**config.mk**
```make
export PLATFORM = sky130hd
export DESIGN_NAME = alu_issue_ctrl
export DESIGN_NICKNAME = d
export VERILOG_FILES = /design/src/rtl/alu_issue_ctrl.sv
export SDC_FILE = /design/constraint.sdc
export NUM_CORES = 1
export LEC_CHECK = 0
export BUFFER_PORTS_ARGS = -buffer_cell sky130_fd_sc_hd__buf_4
export CAP_MARGIN = 20
export CORE_MARGIN = 2
export CORE_UTILIZATION = 30
export CTS_CLUSTER_DIAMETER = 60
export DETAILED_ROUTE_END_ITERATION = 8
export SETUP_SLACK_MARGIN = 0.4
export SLEW_MARGIN = 20
export SYNTH_ARGS = -nofsm -noshare
export SYNTH_HDL_FRONTEND = slang
export SYNTH_SLANG_ARGS = --single-unit
```
**constraint.sdc**
```tcl
create_clock -name clk -period 1.8 [get_ports clk]
set_input_delay 0.09 -clock clk [delete_from_list [all_inputs] [get_ports clk]]
set_output_delay 0.09 -clock clk [all_outputs]
set_load 0.005 [all_outputs]
```
**src/rtl/alu_issue_ctrl.sv**
```systemverilog
// Issue controller for the 4-bit ALU: instruction accept, operand fetch, ALU drive,
// write-back and result handshake. Define ALU_OVF_CHECK_EN to build the res_ovf flag logic.
module alu_issue_ctrl #(
  parameter int unsigned DATA_W = 4,
  parameter int unsigned REG_N  = 4,
  parameter int unsigned ADDR_W = 2
) (
  input  logic              clk,
  input  logic              rst_n,
  input  logic              instr_valid,
  output logic              instr_ready,
  input  logic              instr_ld,
  input  logic [2:0]        instr_op,
  input  logic [ADDR_W-1:0] instr_rd,
  input  logic [ADDR_W-1:0] instr_ra,
  input  logic [ADDR_W-1:0] instr_rb,
  input  logic [DATA_W-1:0] instr_imm,
  output logic              alu_m,
  output logic              alu_s1,
  output logic              alu_s0,
  output logic [DATA_W-1:0] alu_a,
  output logic [DATA_W-1:0] alu_b,
  input  logic [DATA_W-1:0] alu_out,
  output logic              res_valid,
  input  logic              res_ready,
  output logic [DATA_W-1:0] res_data,
  output logic [ADDR_W-1:0] res_rd,
  output logic              res_zero,
  output logic              res_ovf
);

  typedef enum logic [1:0] {IDLE, ISSUE, RESP} state_t;

  state_t              state_q;
  logic                instr_ready_q;
  logic                res_valid_q;
  logic                ld_q;
  logic [ADDR_W-1:0]   rd_q;
  logic [DATA_W-1:0]   imm_q;
  logic                alu_m_q, alu_s1_q, alu_s0_q;
  logic [DATA_W-1:0]   alu_a_q, alu_b_q;
  logic [DATA_W-1:0]   res_data_q;
  logic [ADDR_W-1:0]   res_rd_q;
  logic                res_zero_q;
  logic [DATA_W-1:0]   rf_q [REG_N];
  logic [DATA_W-1:0]   result_d;

  always_comb begin
    result_d = ld_q ? imm_q : alu_out;
  end

`ifdef ALU_OVF_CHECK_EN
  logic              res_ovf_q;
  logic              ovf_d;
  logic [DATA_W:0]   sum_w;

  // Flag is derived from the operands already driven to the ALU, not from alu_out.
  always_comb begin
    sum_w = {1'b0, alu_a_q} + {1'b0, alu_b_q};
    ovf_d = 1'b0;
    if (!ld_q && alu_m_q) begin
      case ({alu_s1_q, alu_s0_q})
        2'b00:   ovf_d = (alu_a_q == '0);
        2'b01:   ovf_d = sum_w[DATA_W];
        2'b10:   ovf_d = (alu_a_q < alu_b_q);
        default: ovf_d = (alu_a_q == '1);
      endcase
    end
  end

  assign res_ovf = res_ovf_q;
`else
  assign res_ovf = 1'b0;
`endif

  always_ff @(posedge clk or negedge rst_n) begin
    if (!rst_n) begin
      state_q       <= IDLE;
      instr_ready_q <= 1'b1;
      res_valid_q   <= 1'b0;
      ld_q          <= 1'b0;
      rd_q          <= '0;
      imm_q         <= '0;
      alu_m_q       <= 1'b0;
      alu_s1_q      <= 1'b0;
      alu_s0_q      <= 1'b0;
      alu_a_q       <= '0;
      alu_b_q       <= '0;
      res_data_q    <= '0;
      res_rd_q      <= '0;
      res_zero_q    <= 1'b0;
`ifdef ALU_OVF_CHECK_EN
      res_ovf_q     <= 1'b0;
`endif
      for (int unsigned i = 0; i < REG_N; i++) begin
        rf_q[i] <= '0;
      end
    end else begin
      case (state_q)
        IDLE: begin
          if (instr_valid) begin
            ld_q          <= instr_ld;
            rd_q          <= instr_rd;
            imm_q         <= instr_imm;
            instr_ready_q <= 1'b0;
            state_q       <= ISSUE;
            // Loads leave the ALU inputs at their last issued values.
            if (!instr_ld) begin
              {alu_m_q, alu_s1_q, alu_s0_q} <= instr_op;
              alu_a_q <= rf_q[instr_ra];
              alu_b_q <= rf_q[instr_rb];
            end
          end
        end
        ISSUE: begin
          rf_q[rd_q]  <= result_d;
          res_data_q  <= result_d;
          res_rd_q    <= rd_q;
          res_zero_q  <= (result_d == '0);
`ifdef ALU_OVF_CHECK_EN
          res_ovf_q   <= ovf_d;
`endif
          res_valid_q <= 1'b1;
          state_q     <= RESP;
        end
        RESP: begin
          if (res_ready) begin
            res_valid_q   <= 1'b0;
            instr_ready_q <= 1'b1;
            state_q       <= IDLE;
          end
        end
        default: begin
          state_q       <= IDLE;
          instr_ready_q <= 1'b1;
          res_valid_q   <= 1'b0;
        end
      endcase
    end
  end

  assign instr_ready = instr_ready_q;
  assign res_valid   = res_valid_q;
  assign alu_m       = alu_m_q;
  assign alu_s1      = alu_s1_q;
  assign alu_s0      = alu_s0_q;
  assign alu_a       = alu_a_q;
  assign alu_b       = alu_b_q;
  assign res_data    = res_data_q;
  assign res_rd      = res_rd_q;
  assign res_zero    = res_zero_q;

endmodule

```
# Yosys cells after proc, flatten, opt, wreduce, memory -nomap -nowiden
# Cells that the tools add are included.
[totals]
regBits = 45
input_bits = 22
output_inout_bits = 21
word_cells = 58
[classes]
magnitude_cmp = 4
n_eq_ne = 4
n_mux = 18
bitwise_logic = 6
reduce_logical = 8
[ops]
columns = ["op", "count"]
rows = [
  ["4-bit 2-to-1 mux", 6],
  ["4-bit binary-select mux with 2-bit select", 2],
  ["16-bit bitwise mux", 1],
  ["3-bit greater-or-equal comparator, second input constant", 3],
  ["2-bit inverter with 3-bit output", 3],
  ["4-bit demux with 2-bit select", 1],
  ["1-bit case mux with 3 select lines", 2],
  ["2-bit case mux with 3 select lines", 1],
  ["2-bit AND reduction", 3],
  ["3-bit AND reduction", 2],
  ["4-bit zero test", 1],
  ["2-bit 2-to-1 mux", 2],
  ["2-bit != test, second input constant", 2],
  ["3-bit by 1-bit less-than comparator with 1-bit output, second input constant", 1],
  ["1-bit 2-to-1 mux", 3],
  ["1-bit inverter", 3],
  ["2-bit by 1-bit == test with 1-bit output, second input constant", 1],
  ["2-bit == test, second input constant", 1],
  ["2-bit zero test", 1],
  ["1-bit logical AND", 1],
]

# Logic depth before layout (Yosys ltp)
[depth]
depth_word = 6
mapped_depth = 5
ltp_nobuf = 3

# Least setup slack after synthesis
# No wires, ideal clock.
[synth_timing]
path_kind = "reg-to-reg"
start = "register state_q[1]"
end = "register alu_m_q (netlist: alu_m)"
setup_time_ns = 0.125
t_arrival_ns = 1.215
required_time_ns = 1.675
setup_slack_ns = 0.461
path_stages_with_launch = 5
path_buffers = 2
period_less_slack_ns = 1.339
path_cell_list = "dfrtp_1 > buf_6 > nor3_4 > buf_4 > mux2_2"
[synth_between]
elab_chain_len = 2
[synth_lines]
columns = ["element", "line", "source"]
rows = [
  ["from (decl)", "34", "state_t state_q;"],
  ["from (signal assigned)", "78", "state_q <= IDLE;"],
  ["from (signal assigned)", "106", "state_q <= ISSUE;"],
  ["from (signal assigned)", "124", "state_q <= RESP;"],
  ["2-bit zero test", "99", "case (state_q)"],
  ["3-bit AND reduction (no line)", "-", ""],
  ["to (signal assigned)", "109", "{alu_m_q, alu_s1_q, alu_s0_q} <= instr_op;"],
  ["to (decl)", "40", "logic alu_m_q, alu_s1_q, alu_s0_q;"],
]
# Every way passes these cells.
# A chain may end at the register's enable or synchronous reset.

# Final worst setup path
# Ends and elaborated chain as after synthesis.

==> impl_metrics.py <==
metrics = {
    "global_routing": {
        "grt_start_max_net_pins": 46,
        "grtUsageTotal_pct": 11.63,
        "antenna_found_initial": 0,
        "grt-ovfl-total": 0,
        "grt_pass1_wl_um": 6541,
        "first_global_vias": 1289,
    },
    "floorplan": {
        "die_h_um": 85.28,
        "core_um2": 6386,
        "dieWidth_um": 85.28,
        "pin_count": 43,
        "start_util_pct": 31.03,
        "num_rows": 29,
        "dieArea_um2": 7273,
    },
    "place": {
        "place_hpwl_um": 2734,
        "port_buffers": 41,
        "gp_congestion": 0.7243,
    },
    "setup_path": {
        "crit_arrival_ns": 1.56,
        "r2r_start": "state_q[1]",
        "cp_max_fo": 8,
        "crit_path_end_kind": "flop",
        "critPathRequiredTime_ns": 1.99,
        "crit_start": "state_q[1]",
        "cp-start-kind": "flop",
        "rr_worst_depth": 3,
        "worst-setup-path-type": "reg -> reg",
    },
    "pwr": {
        "power.density_nw_per_um2": 1625,
        "leakage_nw": 1.180,
        "ir_drop_mv": 0.8132,
    },
    "synth": {
        "postSynthCellCount": 146,
        "syn_avg_cell_area_um2": 13.57,
        "ys.warnings.count": 0,
        "ys_ff_latch": 45,
        "synthDistinctLibCells": 22,
        "synthesis.area_um2": 1982,
        "syn_nets": 168,
        "ys_seq_area_share_pct": 56.88,
    },
    "status": {
        "status": "completed",
    },
    "timing": {
        "period_needed_ns": 1.377,
        "setup_tns_ns": 0,
        "setup_viol": 0,
        "tightest_slew_ns": 0.5621,
        "fmax_mhz": 726.2,
        "relSlewSlack_pct": 62.53,
        "post-route-period-util_pct": 76.51,
        "hold_viol": 0,
        "drv_slew": 0,
        "rsz0062_at_grt": "true",
        "fin_skew_ns": 0.01291,
        "hold-worst-slack_ns": 0.02067,
    },
    "drt": {
        "met3_length_um": 248,
        "avgViaCountPerCell": 4.615,
        "drc": 0,
        "highest-signal-layer": "met3",
        "met1_length_um": 1899,
        "wl_per_cell_um": 13.98,
        "drt_first_pass_iters": 4,
        "wirelength_um": 3957,
        "drt-initial-drc-count": 46,
        "num_vias": 1306,
        "ant_nets": 0,
        "wl_met2_um": 1809,
    },
    "cts": {
        "clk_latency_ns": 0.30,
        "numClockSinks": 45,
        "htreeDepth": 2,
        "cts-buffers-inserted": 5,
        "ctsRootBufferMaster": "clkbuf_8",
        "cts_buffer_depth": 2,
        "cts_tree": "yes",
        "cts.clk_slew.worst_paths_ns": 0.09,
    },
    "final_layout": {
        "drive_gt1_share_pct": 44.66,
        "final_cell_mix": "55 x buf_4, 43 x dfrtp_1, 16 x nor2_1",
        "layout_commonest_cell": "buf_4",
        "n_antenna_cell": 0,
        "areaGrowthSynthToFinish_pct": 34.22,
        "fin_nets": 227,
    },
    "min_path": {
        "holdPathStages": 2,
        "min_path_type": "in -> reg",
        "hp-start": "instr_op[0]",
    },
    "run": {
        "maxCapViolations": 0,
    },
}
state kept, by name, summed over array words and instances (netlist names):
register,cells
alu_s0,1
res_rd,2
res_zero,1
alu_m,1
alu_a,4
alu_s1,1
instr_ready,1
alu_b,4
ld_q,1
res_valid,1
imm_q,4
rd_q,2
res_data,4
rf_q,16
state_q,2
layer usage:
metal,vias up,GRT usage [%]
met5,-,0
met4,0,2.597
met3,0,3.988
met2,38,17.47
met1,624,16.33
li1,644,-
synthesized netlist by cell type:
cell type	count	share of area (%)
mux2_2	19	11
a21oi_1	13	3.3
buf_6	1	0.57
nand4b_1	1	0.44
nor4bb_1	2	1.0
buf_4	2	0.76
nor3_1	1	0.25
mux4_1	8	11
nor3_4	1	0.82
conb_1	1	0.19
dfrtp_1	44	56
o21a_1	1	0.38
o21ai_0	10	2.5
dfstp_2	1	1.3
nor3b_4	1	0.95
nor4b_4	1	1.2
nand2_1	11	2.1
buf_2	5	1.3
nand4_1	1	0.32
nor2_1	16	3.0
nand2b_1	2	0.63
mux2i_1	4	2.0
layout make-up:
cell class                 instances  area [um^2]
clock inverter                     2        37.54
tap                               77        96.34
multi-input combinational         93        839.6
fill                             626         3726
sequential                        45         1129
timing repair buffer              60        475.5
clock buffer                       6        82.58
logic make-up after synthesis:
family / Yosys count / share of synthesized area (%)
buf+inv: 8 / 2.588
other cells: 1 / 0.1892
compound gates: 24 / 6.187
mux: 31 / 23.42
flops: 45 / 56.88
simple gates: 37 / 10.73
power breakdown:
group	switching, W	internal (W)	leakage [nW]	total, W
logic	0.000622	0.00105	0.615	0.00168
registers	0.000354	0.00150	0.508	0.00185
clock network	0.000345	0.000451	0.0574	0.000797
final timing paths:
path | slack [ns] | to
max in group asynchronous | 1.07 | state_q[1]
worst min register to register | 0.50 | res_valid
worst max-delay path | 0.42 | alu_m
min in group asynchronous | 0.33 | alu_a[1]
worst max register to register | 0.42 | alu_m
worst min-delay path | 0.02 | alu_s0
worst max-delay path: stages (launching register included):
cell and delay (ns):
dfrtp_2 0.48, nor3_4 0.26, buf_6 0.18, mux2_2 0.34
metrics by stage:
| step | instances | util, % | power, W | cell area, um^2 | setup slack [ns] |
|---|---|---|---|---|---|
| after global routing | 283 | 41.65 | 0.004656 | 2660 | 0.3509 |
| after detailed placement | 265 | 37.62 | 0.003379 | 2402 | 0.3159 |
| after CTS | 280 | 40.81 | 0.004291 | 2606 | 0.3857 |
| after floorplan | 146 | - | 0.002703 | 1982 | 0.4606 |
| after global placement | 265 | 37.62 | 0.003332 | 2402 | 0.3363 |
| final | 283 | 41.65 | 0.004322 | 2660 | 0.4229 |
what timing repair did:
item | 4_1_cts | 5_1_grt
hold endpoints to repair | 44 | 1
gates cloned | 1 | 0
resized for setup | 5 | 7
setup buffers | 5 | 2
hold buffers | 1 | 1
endpoints found under the setup margin | 17 | 32
pin swaps | 1 | 4
(Power assumes the default switching activity.)
